==> src/rtl/encoder_pulse_gen_pkg.sv <==
// Shared definitions for the encoder pulse emulator: pulse bit indices,
// FSM state encodings and a helper that maps a direction to its pulse bit.
package encoder_pulse_gen_pkg;

  // Bit positions on ENC_PULSES_DIR; the downstream counter uses the same indices
  localparam int ENC_INC_BIT = 0;
  localparam int ENC_DEC_BIT = 1;

  // FSM state encodings, kept as plain constants for compatibility with older blocks
  localparam logic [1:0] IDLE = 2'd0;
  localparam logic [1:0] HIGH = 2'd1;
  localparam logic [1:0] LOW  = 2'd2;
  localparam logic [1:0] FIN  = 2'd3;

  // Direction of a command, taken straight from the sign bit of the step count
  typedef enum logic {
    DIR_INC = 1'b0,
    DIR_DEC = 1'b1
  } enc_dir_e;

  // One-hot pulse pattern for a direction; never both bits at once
  function automatic logic [1:0] dir_to_pulse(input enc_dir_e dir);
    logic [1:0] pulse;
    pulse = 2'b00;
    if (dir == DIR_DEC) begin
      pulse[ENC_DEC_BIT] = 1'b1;
    end else begin
      pulse[ENC_INC_BIT] = 1'b1;
    end
    return pulse;
  endfunction

endpackage

==> src/rtl/encoder_pulse_gen_if.sv <==
// Command/status bundle of the encoder pulse emulator. The master side issues
// step commands and watches the pulse train; the slave side is the emulator.
interface encoder_pulse_gen_if #(
  parameter int CNT_W = 16,
  parameter int DIV_W = 16
);

  logic                    CMD_VALID;
  logic                    CMD_READY;
  logic signed [CNT_W-1:0] CMD_STEPS;
  logic        [DIV_W-1:0] CMD_PERIOD;
  logic        [DIV_W-1:0] CMD_WIDTH;
  logic                    ABORT;
  logic        [1:0]       ENC_PULSES_DIR;
  logic                    BUSY;
  logic                    DONE;
  logic        [CNT_W-1:0] SENT;

  modport master (
    output CMD_VALID,
    output CMD_STEPS,
    output CMD_PERIOD,
    output CMD_WIDTH,
    output ABORT,
    input  CMD_READY,
    input  ENC_PULSES_DIR,
    input  BUSY,
    input  DONE,
    input  SENT
  );

  modport slave (
    input  CMD_VALID,
    input  CMD_STEPS,
    input  CMD_PERIOD,
    input  CMD_WIDTH,
    input  ABORT,
    output CMD_READY,
    output ENC_PULSES_DIR,
    output BUSY,
    output DONE,
    output SENT
  );

endinterface

==> src/rtl/encoder_pulse_gen_pulse_phase_timer.sv <==
// Loadable down-counter that times one phase (high or low) of a pulse.
// Loading N makes expire rise in the N-th cycle after the load edge,
// i.e. in the last cycle of a phase that lasts N cycles.
module encoder_pulse_gen_pulse_phase_timer #(
  parameter int DIV_W = 16
) (
  input  logic             CLK,
  input  logic             RST_N,
  input  logic             load,
  input  logic [DIV_W-1:0] load_val,
  output logic             expire
);

  logic [DIV_W-1:0] remaining;

  // Reload on phase entry, otherwise count down and rest at zero
  always_ff @(posedge CLK) begin
    if (!RST_N) begin
      remaining <= '0;
    end else if (load) begin
      remaining <= (load_val == '0) ? '0 : load_val - DIV_W'(1);
    end else if (remaining != '0) begin
      remaining <= remaining - DIV_W'(1);
    end
  end

  assign expire = (remaining == '0);

endmodule

==> src/rtl/encoder_pulse_gen.sv <==
// Encoder pulse emulator: converts a signed step command into a train of
// inc/dec pulses with programmable period and high time, so the encoder
// counter can be exercised without a physical encoder.
module encoder_pulse_gen
  import encoder_pulse_gen_pkg::*;
#(
  parameter int CNT_W = 16,
  parameter int DIV_W = 16
) (
  input  logic               CLK,
  input  logic               RST_N,
  encoder_pulse_gen_if.slave bus
);

  logic [1:0]       state_q;
  logic [1:0]       state_d;

  enc_dir_e         dir_q;
  enc_dir_e         dir_d;
  logic [DIV_W-1:0] per_q;
  logic [DIV_W-1:0] wid_q;
  logic [CNT_W-1:0] rem_q;
  logic [CNT_W-1:0] sent_q;
  logic             abort_pend_q;
  logic [1:0]       enc_q;

  logic [CNT_W-1:0] steps_raw;
  logic [CNT_W-1:0] cmd_mag;
  enc_dir_e         cmd_dir;
  logic [DIV_W-1:0] cmd_per;
  logic [DIV_W-1:0] cmd_wid;

  logic             accept;
  logic             enter_high;
  logic             timer_load;
  logic [DIV_W-1:0] timer_val;
  logic             timer_exp;

  // Normalise the incoming command: magnitude, direction, period floor and width clamp.
  // The most negative step count negates to itself, which reads correctly as unsigned.
  always_comb begin
    steps_raw = bus.CMD_STEPS;
    cmd_dir   = enc_dir_e'(steps_raw[CNT_W-1]);
    cmd_mag   = steps_raw[CNT_W-1] ? (~steps_raw + CNT_W'(1)) : steps_raw;
    cmd_per   = (bus.CMD_PERIOD < DIV_W'(2)) ? DIV_W'(2) : bus.CMD_PERIOD;
    if (bus.CMD_WIDTH == '0) begin
      cmd_wid = DIV_W'(1);
    end else if (bus.CMD_WIDTH >= cmd_per) begin
      cmd_wid = cmd_per - DIV_W'(1);
    end else begin
      cmd_wid = bus.CMD_WIDTH;
    end
  end

  assign accept     = bus.CMD_VALID && (state_q == IDLE);
  assign enter_high = (state_d == HIGH) && (state_q != HIGH);
  assign dir_d      = accept ? cmd_dir : dir_q;

  // Next-state logic; also decides when and with what the phase timer is reloaded
  always_comb begin
    state_d    = state_q;
    timer_load = 1'b0;
    timer_val  = wid_q;
    case (state_q)
      IDLE: begin
        if (accept) begin
          if (cmd_mag == '0) begin
            state_d = FIN;
          end else begin
            state_d    = HIGH;
            timer_load = 1'b1;
            timer_val  = cmd_wid;
          end
        end
      end
      HIGH: begin
        if (timer_exp) begin
          if (abort_pend_q || bus.ABORT) begin
            state_d = FIN;
          end else begin
            state_d    = LOW;
            timer_load = 1'b1;
            timer_val  = per_q - wid_q;
          end
        end
      end
      LOW: begin
        if (bus.ABORT) begin
          state_d = FIN;
        end else if (timer_exp) begin
          if (rem_q == '0) begin
            state_d = FIN;
          end else begin
            state_d    = HIGH;
            timer_load = 1'b1;
            timer_val  = wid_q;
          end
        end
      end
      FIN: begin
        state_d = IDLE;
      end
      default: begin
        state_d = IDLE;
      end
    endcase
  end

  encoder_pulse_gen_pulse_phase_timer #(
    .DIV_W (DIV_W)
  ) u_pulse_phase_timer (
    .CLK      (CLK),
    .RST_N    (RST_N),
    .load     (timer_load),
    .load_val (timer_val),
    .expire   (timer_exp)
  );

  // State register
  always_ff @(posedge CLK) begin
    if (!RST_N) begin
      state_q <= IDLE;
    end else begin
      state_q <= state_d;
    end
  end

  // Latch the normalised command parameters when a command is taken
  always_ff @(posedge CLK) begin
    if (!RST_N) begin
      dir_q <= DIR_INC;
      per_q <= DIV_W'(2);
      wid_q <= DIV_W'(1);
    end else if (accept) begin
      dir_q <= cmd_dir;
      per_q <= cmd_per;
      wid_q <= cmd_wid;
    end
  end

  // Remaining-pulse and sent-pulse bookkeeping; the first pulse starts on the accept edge
  always_ff @(posedge CLK) begin
    if (!RST_N) begin
      rem_q  <= '0;
      sent_q <= '0;
    end else if (accept) begin
      rem_q  <= (cmd_mag == '0) ? '0 : cmd_mag - CNT_W'(1);
      sent_q <= (cmd_mag == '0) ? '0 : CNT_W'(1);
    end else if (enter_high) begin
      rem_q  <= (rem_q == '0) ? '0 : rem_q - CNT_W'(1);
      sent_q <= sent_q + CNT_W'(1);
    end
  end

  // Remember an abort seen anywhere in a high phase so the pulse is finished, not cut
  always_ff @(posedge CLK) begin
    if (!RST_N) begin
      abort_pend_q <= 1'b0;
    end else begin
      abort_pend_q <= (state_q == HIGH) && (state_d == HIGH) && (abort_pend_q || bus.ABORT);
    end
  end

  // Registered pulse outputs, driven from the next state so they align with HIGH
  always_ff @(posedge CLK) begin
    if (!RST_N) begin
      enc_q <= 2'b00;
    end else begin
      enc_q <= (state_d == HIGH) ? dir_to_pulse(dir_d) : 2'b00;
    end
  end

  assign bus.CMD_READY      = (state_q == IDLE);
  assign bus.BUSY           = (state_q == HIGH) || (state_q == LOW);
  assign bus.DONE           = (state_q == FIN);
  assign bus.SENT           = sent_q;
  assign bus.ENC_PULSES_DIR = enc_q;

endmodule
==> src/flat_wrapper.sv <==
// flat-port wrapper written by rule: the top's interface ports become plain ports
module encoder_pulse_gen_flat import encoder_pulse_gen_pkg::*;
#(
  parameter int CNT_W = 16,
  parameter int DIV_W = 16
)
  (CLK, RST_N, bus_CMD_VALID, bus_CMD_STEPS, bus_CMD_PERIOD, bus_CMD_WIDTH, bus_ABORT, bus_CMD_READY, bus_ENC_PULSES_DIR, bus_BUSY, bus_DONE, bus_SENT);
  encoder_pulse_gen_if #(.CNT_W(CNT_W), .DIV_W(DIV_W)) bus_i ();
  input  logic CLK;
  input  logic RST_N;
  input wire logic [$bits(bus_i.CMD_VALID)-1:0] bus_CMD_VALID;
  input wire logic [$bits(bus_i.CMD_STEPS)-1:0] bus_CMD_STEPS;
  input wire logic [$bits(bus_i.CMD_PERIOD)-1:0] bus_CMD_PERIOD;
  input wire logic [$bits(bus_i.CMD_WIDTH)-1:0] bus_CMD_WIDTH;
  input wire logic [$bits(bus_i.ABORT)-1:0] bus_ABORT;
  output wire logic [$bits(bus_i.CMD_READY)-1:0] bus_CMD_READY;
  output wire logic [$bits(bus_i.ENC_PULSES_DIR)-1:0] bus_ENC_PULSES_DIR;
  output wire logic [$bits(bus_i.BUSY)-1:0] bus_BUSY;
  output wire logic [$bits(bus_i.DONE)-1:0] bus_DONE;
  output wire logic [$bits(bus_i.SENT)-1:0] bus_SENT;
  assign bus_i.CMD_VALID = bus_CMD_VALID;
  assign bus_i.CMD_STEPS = bus_CMD_STEPS;
  assign bus_i.CMD_PERIOD = bus_CMD_PERIOD;
  assign bus_i.CMD_WIDTH = bus_CMD_WIDTH;
  assign bus_i.ABORT = bus_ABORT;
  assign bus_CMD_READY = bus_i.CMD_READY;
  assign bus_ENC_PULSES_DIR = bus_i.ENC_PULSES_DIR;
  assign bus_BUSY = bus_i.BUSY;
  assign bus_DONE = bus_i.DONE;
  assign bus_SENT = bus_i.SENT;
  encoder_pulse_gen #(.CNT_W(CNT_W), .DIV_W(DIV_W)) u_core (.CLK(CLK), .RST_N(RST_N), .bus(bus_i));
endmodule
==> config.mk <==
export PLATFORM = sky130hd
export DESIGN_NAME = encoder_pulse_gen_flat
export DESIGN_NICKNAME = d
export VERILOG_FILES = /design/src/rtl/encoder_pulse_gen_pkg.sv /design/src/rtl/encoder_pulse_gen_if.sv /design/src/rtl/encoder_pulse_gen_pulse_phase_timer.sv /design/src/rtl/encoder_pulse_gen.sv /design/src/flat_wrapper.sv
export SDC_FILE = /design/constraint.sdc
export NUM_CORES = 1
export LEC_CHECK = 0
export ABC_CLOCK_PERIOD_IN_PS = 15500
export CAP_MARGIN = 10
export CORE_ASPECT_RATIO = 1.1
export CORE_MARGIN = 4
export CORE_UTILIZATION = 63
export DETAILED_ROUTE_END_ITERATION = 6
export HOLD_SLACK_MARGIN = 0.15
export PLACE_DENSITY = 0.87
export SYNTH_ARGS = -nofsm -noshare
export SYNTH_HDL_FRONTEND = slang
export SYNTH_SLANG_ARGS = --single-unit
==> constraint.sdc <==
create_clock -name CLK -period 15.5 [get_ports CLK]
set_input_delay 2.325 -clock CLK [delete_from_list [all_inputs] [get_ports CLK]]
set_output_delay 2.325 -clock CLK [all_outputs]
set_load 0.05 [all_outputs]
After elaboration in Yosys (flattened, before gate mapping)

Cells that the tools add are included.

Flip-flop bits (word level): 86
Output and inout port bits: 21

Reductions and logical operators: 16
Muxes and demuxes: 38
Add/sub/neg operators: 8
Bitwise operators: 1
Order comparisons: 2
Equal/unequal tests: 5

Operator list:

| operator              | count |
|---|---|
| $mux 16               | 17 |
| $logic_not 16->1      | 5 |
| $sub 16x1->16 const B | 5 |
| $add 16x1->16 const B | 2 |
| $pmux 16 s2           | 1 |
| $ge 16x16->1          | 1 |
| $lt 16x2->1 const B   | 1 |
| $not 16->16           | 1 |
| $reduce_bool 16->1    | 1 |
| $sub 16x16->16        | 1 |
| $mux 1                | 12 |
| $mux 2                | 6 |
| $pmux 2 s4            | 1 |
| $eq 2x1->1 const B    | 2 |
| $eq 2x2->1 const B    | 2 |
| $logic_and 1x1->1     | 4 |
| $reduce_bool 2->1     | 2 |
| $pmux 1 s3            | 1 |
| $logic_not 2->1       | 1 |
| $logic_or 1x1->1      | 2 |
| $ne 2x1->1 const B    | 1 |
| $reduce_and 2->1      | 1 |

Depth between registers and ports, before layout

Depth in word-level cells: 11
Depth in mapped cells: 24

Cells and area by module

A second synthesis with hierarchy kept.

Cell total of the unflattened synthesis: 950
Area total of the unflattened synthesis: 7,299.5 um2

By module, submodules not included:

| module                              | instances | sequential area each (um2) | cells each | area each (um2) |
|---|---|---|---|---|
| encoder_pulse_gen                   | 1         | 1,401.3                    | 802        | 6,070.8 |
| encoder_pulse_gen_pulse_phase_timer | 1         | 320.3                      | 148        | 1,228.7 |

Worst setup path before layout

No wires, ideal clock.

Path type: in2reg
Start: in bus_CMD_PERIOD[12]
End: reg u_core.u_pulse_phase_timer.remaining[15]
Path slack: 8.715 ns
Path buffers: 2
Data arrival time: 6.711 ns
Library setup time: 0.074 ns
Stages: 19
Path through: or4_1 nor3b_1 nand3_1 nand2_1 inv_1 ha_1 or3b_2 o211ai_1 a211oi_1 a2bb2oi_1 buf_2 clkbuf_1 nor2_1 a21oi_1 a211o_1 nor3_1 nand2_1 or4b_1 a31oi_1

Word-level cells in the longest chain between the ends: 11
Elaborated cells between the ends (all ways): 13
Those cells by class: 2 x add/sub; 2 x order compare; 8 x mux; 1 x reduce/logical

Ends and longest elaborated chain:

| item                                              | line                                             | source |
|---|---|---|
| start, declared                                   | flat_wrapper.sv:13                               | `input wire logic [$bits(bus_i.CMD_PERIOD)-1:0] bus_CMD_PERIOD;` |
| $lt 16x2->1 *                                     | encoder_pulse_gen.sv:45                          | `cmd_per = (bus.CMD_PERIOD < DIV_W'(2)) ? DIV_W'(2) : bus.CMD_PERIOD;` |
| $mux 16 *                                         | encoder_pulse_gen.sv:45                          |  |
| net u_core.cmd_per[0]                             | encoder_pulse_gen.sv:30                          | `logic [DIV_W-1:0] cmd_per;` |
| $sub 16x1->16 or $ge 16x16->1 (tied branches)     | encoder_pulse_gen.sv:49, encoder_pulse_gen.sv:48 |  |
| $mux 16 *                                         | encoder_pulse_gen.sv:48                          | `end else if (bus.CMD_WIDTH >= cmd_per) begin` |
| $mux 16 *                                         | encoder_pulse_gen.sv:46                          | `if (bus.CMD_WIDTH == '0) begin` |
| $mux 16 *                                         | encoder_pulse_gen.sv:67                          | `if (cmd_mag == '0) begin` |
| $mux 16 *                                         | encoder_pulse_gen.sv:66                          | `if (accept) begin` |
| $pmux 16 s2 *                                     | encoder_pulse_gen.sv:64                          | `case (state_q)` |
| $sub 16x1->16 or $logic_not 16->1 (tied branches) | encoder_pulse_gen_pulse_phase_timer.sv:21        | `remaining <= (load_val == '0) ? '0 : load_val - DIV_W'(1);` |
| $mux 16 *                                         | encoder_pulse_gen_pulse_phase_timer.sv:21        |  |
| $mux 16 *                                         | encoder_pulse_gen_pulse_phase_timer.sv:20        | `end else if (load) begin` |
| end signal, assigned                              | encoder_pulse_gen_pulse_phase_timer.sv:21        |  |
| end signal, assigned                              | encoder_pulse_gen_pulse_phase_timer.sv:23        | `remaining <= remaining - DIV_W'(1);` |
| end, declared                                     | encoder_pulse_gen_pulse_phase_timer.sv:14        | `logic [DIV_W-1:0] remaining;` |

Mark *: on every way through the listed nets, which the timed path passes. The rest lies on a longest branch.
A chain may end at the register's enable or synchronous reset.

Final worst setup path

Start: in bus_CMD_PERIOD[12]
End: reg u_core.u_pulse_phase_timer.remaining[8]

Same word-level chain as after synthesis.

==> summary.md <==
| Metric | Value |
|---|---|
| Status | completed |
| Fin Hold WS | approximately 0.47 ns |
| Crit-path max FO | 20 |
| Mapped Area | ~7300 um2 |
| Post-CTS Hold Fix Bufs | 0 |
| CP endpoint kind | flop |
| DRT iter0 DRCs | roughly 850 |
| Total grt overflow | 0 |
| Routed Antenna Nets | 0 |
| Via Count | between 7000 and 8000 |
| Share of layout cells above drive strength 1 | 0.0602 |
| CP Data Arrival Time | a little over 8 ns |
| EDFF count, synth | 0 |
| Peak VDD IR | about 0.083 mV |
| Critical path's most frequent cell | nand3_1 |
| CTS Sinks | 86 |
| Mux share of post-synthesis cell area | 0.0320 |
| Area grow syn2layout | 15.0% |
| Synth Area in XOR/XNOR | 0.107 |
| Design area | around 8400 um2 |
| Longest Clk Path Bufs | 2 |
| Post-DP Area | just over 8000 um2 |
| Count of cells along the worst hold path | 2 |
| Max-slew violation count | 0 |
| Period utilisation layout | 0.523 |
| Clock Skews | around 0.0067 ns |
| Post-DP HPWL | 14400 um |
| Clk Latency, worst-skew pair | between 0.3 and 0.4 ns |
| Die area | roughly 13000 um2 |
| Clock slew at reported path FFs | ~0.06 ns |
| Vias in the first global route | between 6000 and 7000 |
| Antenna fix cells | 0 |
| CP peak stage delay | between 0.8 and 0.9 ns |
| Worst-margin pin slew | ~1.1 ns |
| IO Count | between 70 and 80 |
| R2r worst-path depth | 10 |
| Total GRT Usage | 0.285 |
| Setup TNS | 0 ns |
| Fin crit period | 8.10 ns |
| WL final | roughly 19000 um |
| Routed len/inst | between 15 and 20 um |
| Worst-path cell chain | clkdlybuf4s50_1, or4_1, nor3b_1, nand3_1, nand2_1, inv_1, ha_1, or3b_2, o211ai_1, a211oi_1, a2bb2oi_2, mux2_2, a221oi_2, nand3_1, nor3_4, nand3_1, o31ai_4, o22ai_1 |
| Synthesized instance count | about 940 |
| Synth Warn # | 0 |
| Chip height | 121 um |
| R2R Path End | u_core.u_pulse_phase_timer.remaining[8]$_SDFFE_PN0P_ |
| Slowest-stage cell, CP | a2bb2oi_2 |
| Setup bufs post-CTS | 0 |
| Core area | between 10000 and 15000 um2 |
| Cells after DPL | about 1100 |
| Final hold vios | 0 |
| Residual DRC count | 0 |
| Post-Syn Nets | 1038 |
| First-pass GRT wire length | ~32000 um |
| Top_reg_cell synth | dfxtp_1 |
| Synth Area in Compound Gates | 0.234 |
| CP Class | input pin to flop |
| Slew Limit Headroom | 0.241 |
| Total power | 1.24 mW |
| TritonCTS Buffers | 9 |
| Main combinational cell family by area after synthesis | simple AND/OR/NAND/NOR gates |
| IO Port Bufs | about 70 |
| Final non-filler cell total | between 1000 and 1500 |
| Post-synthesis sequential area ratio | 0.235 |
| Launching point of the worst reg2reg path | u_core.u_pulse_phase_timer.remaining[2]$_SDFFE_PN0P_ |
| Largest net degree at the start of global routing | 57 |
| Syn Area/Cell | approximately 8 um2 |
| CTS tree | done |
| Reg2reg setup slack | about 11 ns |
| Drt via density | roughly 6.3 |
| Max_cap viols | 0 |
| HP Class | flop to flop |
| CTS H-tree depth | 3 |
| Root buf cell | clkbuf_16 |
| Initial DRT Pass Iterations | 7 |
| Synth async-reset ratio | 0 |
| Worst Setup SP | bus_CMD_PERIOD[12] |
| Post-synthesis adder-cell area fraction | 0.0743 |
| Hold endpoint | u_core.per_q[14]$_SDFFE_PN0P_ |
| Row cnt | approximately 40 |
| Final Wtd Congestion | roughly 0.96 |
| LEAKAGE | roughly 3.3 nW |
| Netlist cell types | 87 |
| Initial core utilization | 0.642 |
| Initial antenna violation count | 0 |
| FF+latch count, synth | 86 |
| Startpoint types | input pin |
| Final Net Count | about 1100 |
| Max Fclk | about 120 MHz |
| Synth Area in Simple Gates | 0.268 |
| Setup repair after global routing missed its margin | no |
| Min-delay src | u_core.per_q[14]$_SDFFE_PN0P_ |
| DIE WIDTH | roughly 110 um |
| Critical path required time | 15.71 ns |
| CTS resizes | 0 |
| Final-report setup violation count | 0 |
| PD cells | around 150 nW/um2 |
[layer usage]
| layer | share of wire | track usage | up-vias |
|---|---|---|---|
| li1 | - | - | 3537 |
| met1 | 0.47 | 0.405 | 3325 |
| met5 | 0 | 0 | - |
| met3 | 0.064 | 0.0314 | 51 |
| met2 | 0.44 | 0.450 | 306 |
| met4 | 0.026 | 0.0947 | 0 |
[worst max-delay path: cells and delay by family]
kind / cells / cell delay [ns]
buffers and inverters: 2 / 0.54
AO/OA/AOI/OAI: 6 / 2.38
adder cells (fa/ha/maj): 1 / 0.26
AND/OR/NAND/NOR: 8 / 2.33
multiplexers: 1 / 0.46
[stage by stage]
stage | util | worst slack (ns)
final | 0.738 | 7.40
after global routing | 0.738 | 7.01
after CTS | 0.737 | 7.48
after detailed placement | 0.710 | 7.11
after global placement | 0.710 | 7.24
after floorplan | - | 8.71
[cells in the final DEF, fill, tap and decap left out, drive strengths merged, types with 8 or more instances in the layout]
cell type,count
clkdlybuf4s50,72
inv,53
nand4,19
o31ai,10
xor2,50
mux2i,19
clkbuf,9
nand2b,9
a21o,11
nor4,18
a31oi,8
a21boi,16
a22oi,9
and3,10
nand2,95
nor3,24
dfxtp,86
nor2,78
a21oi,40
nor2b,17
o21ai,47
xnor2,39
and2,25
o22ai,28
ha,42
nand3,31
[state kept, by name, summed over array words and instances (netlist names)]
name	count
u_core.wid_q	16
u_core.state_q	2
u_core.dir_q	1
u_core.u_pulse_phase_timer.remaining	16
u_core.per_q	16
u_core.bus.SENT	16
u_core.bus.ENC_PULSES_DIR	2
u_core.rem_q	16
u_core.abort_pend_q	1
[final cells by class]
type | instances | area (um2)
Fill cell | 907 | 3000
Clock inverter | 7 | 81.3
Inverter | 51 | 191
Tap cell | 150 | 188
Sequential cell | 86 | 1720
Multi-Input combinational cell | 765 | 5260
Timing Repair Buffer | 79 | 777
Clock buffer | 9 | 225
[how the worst max path moves through the flow]
stage                                                                  to  cells after the start
finish               u_core.u_pulse_phase_timer.remaining[8]$_SDFFE_PN0P_                     18
global route         u_core.u_pulse_phase_timer.remaining[8]$_SDFFE_PN0P_                     18
global placement     u_core.u_pulse_phase_timer.remaining[2]$_SDFFE_PN0P_                     18
CTS                  u_core.u_pulse_phase_timer.remaining[2]$_SDFFE_PN0P_                     18
floorplan           u_core.u_pulse_phase_timer.remaining[15]$_SDFFE_PN0P_                     19
detailed placement  u_core.u_pulse_phase_timer.remaining[12]$_SDFFE_PN0P_                     18
[cells in the mapped netlist, types with 5 or more instances]
| cell | instances | area (um2) |
|---|---|---|
| a211oi_1 | 5 | 37.5 |
| a21boi_0 | 16 | 120 |
| a21o_1 | 11 | 82.6 |
| a21oi_1 | 40 | 200 |
| a221oi_1 | 5 | 43.8 |
| a22oi_1 | 9 | 67.6 |
| a31oi_1 | 8 | 50.1 |
| and2_1 | 24 | 150 |
| and3_1 | 10 | 62.6 |
| and4_1 | 5 | 43.8 |
| clkbuf_1 | 31 | 116 |
| dfxtp_1 | 86 | 1720 |
| ha_1 | 42 | 526 |
| inv_1 | 51 | 191 |
| mux2i_1 | 19 | 190 |
| nand2_1 | 95 | 357 |
| nand2b_1 | 9 | 56.3 |
| nand3_1 | 31 | 155 |
| nand4_1 | 17 | 106 |
| nor2_1 | 78 | 293 |
| nor2b_1 | 17 | 106 |
| nor3_1 | 21 | 105 |
| nor4_1 | 18 | 113 |
| o211a_1 | 5 | 50.1 |
| o21ai_0 | 41 | 205 |
| o22ai_1 | 28 | 175 |
| o31ai_1 | 6 | 45.0 |
| o32ai_1 | 5 | 43.8 |
| or2_2 | 5 | 31.3 |
| or4_1 | 7 | 52.6 |
| xnor2_1 | 39 | 342 |
| xor2_1 | 49 | 429 |
[kinds of logic (layout without fill, tap and decap cells)]
kind of cell / Yosys count / after routing
xor gates and xnor gates: 89 / 89
AOI/OAI and AO/OA: 237 / 237
muxes: 23 / 23
DFF: 86 / 86
and+or+nand+nor: 373 / 373
adders and majority gates: 43 / 43
buffers and inverters: 92 / 146
[power by group]
part	internal [mW]	leakage (nW)	total [mW]	switching [mW]
logic	0.275	2.43	0.694	0.419
registers	0.272	0.704	0.319	0.0463
clock network	0.127	0.147	0.224	0.0972
No activity file was read; power rests on OpenSTA's default activity.
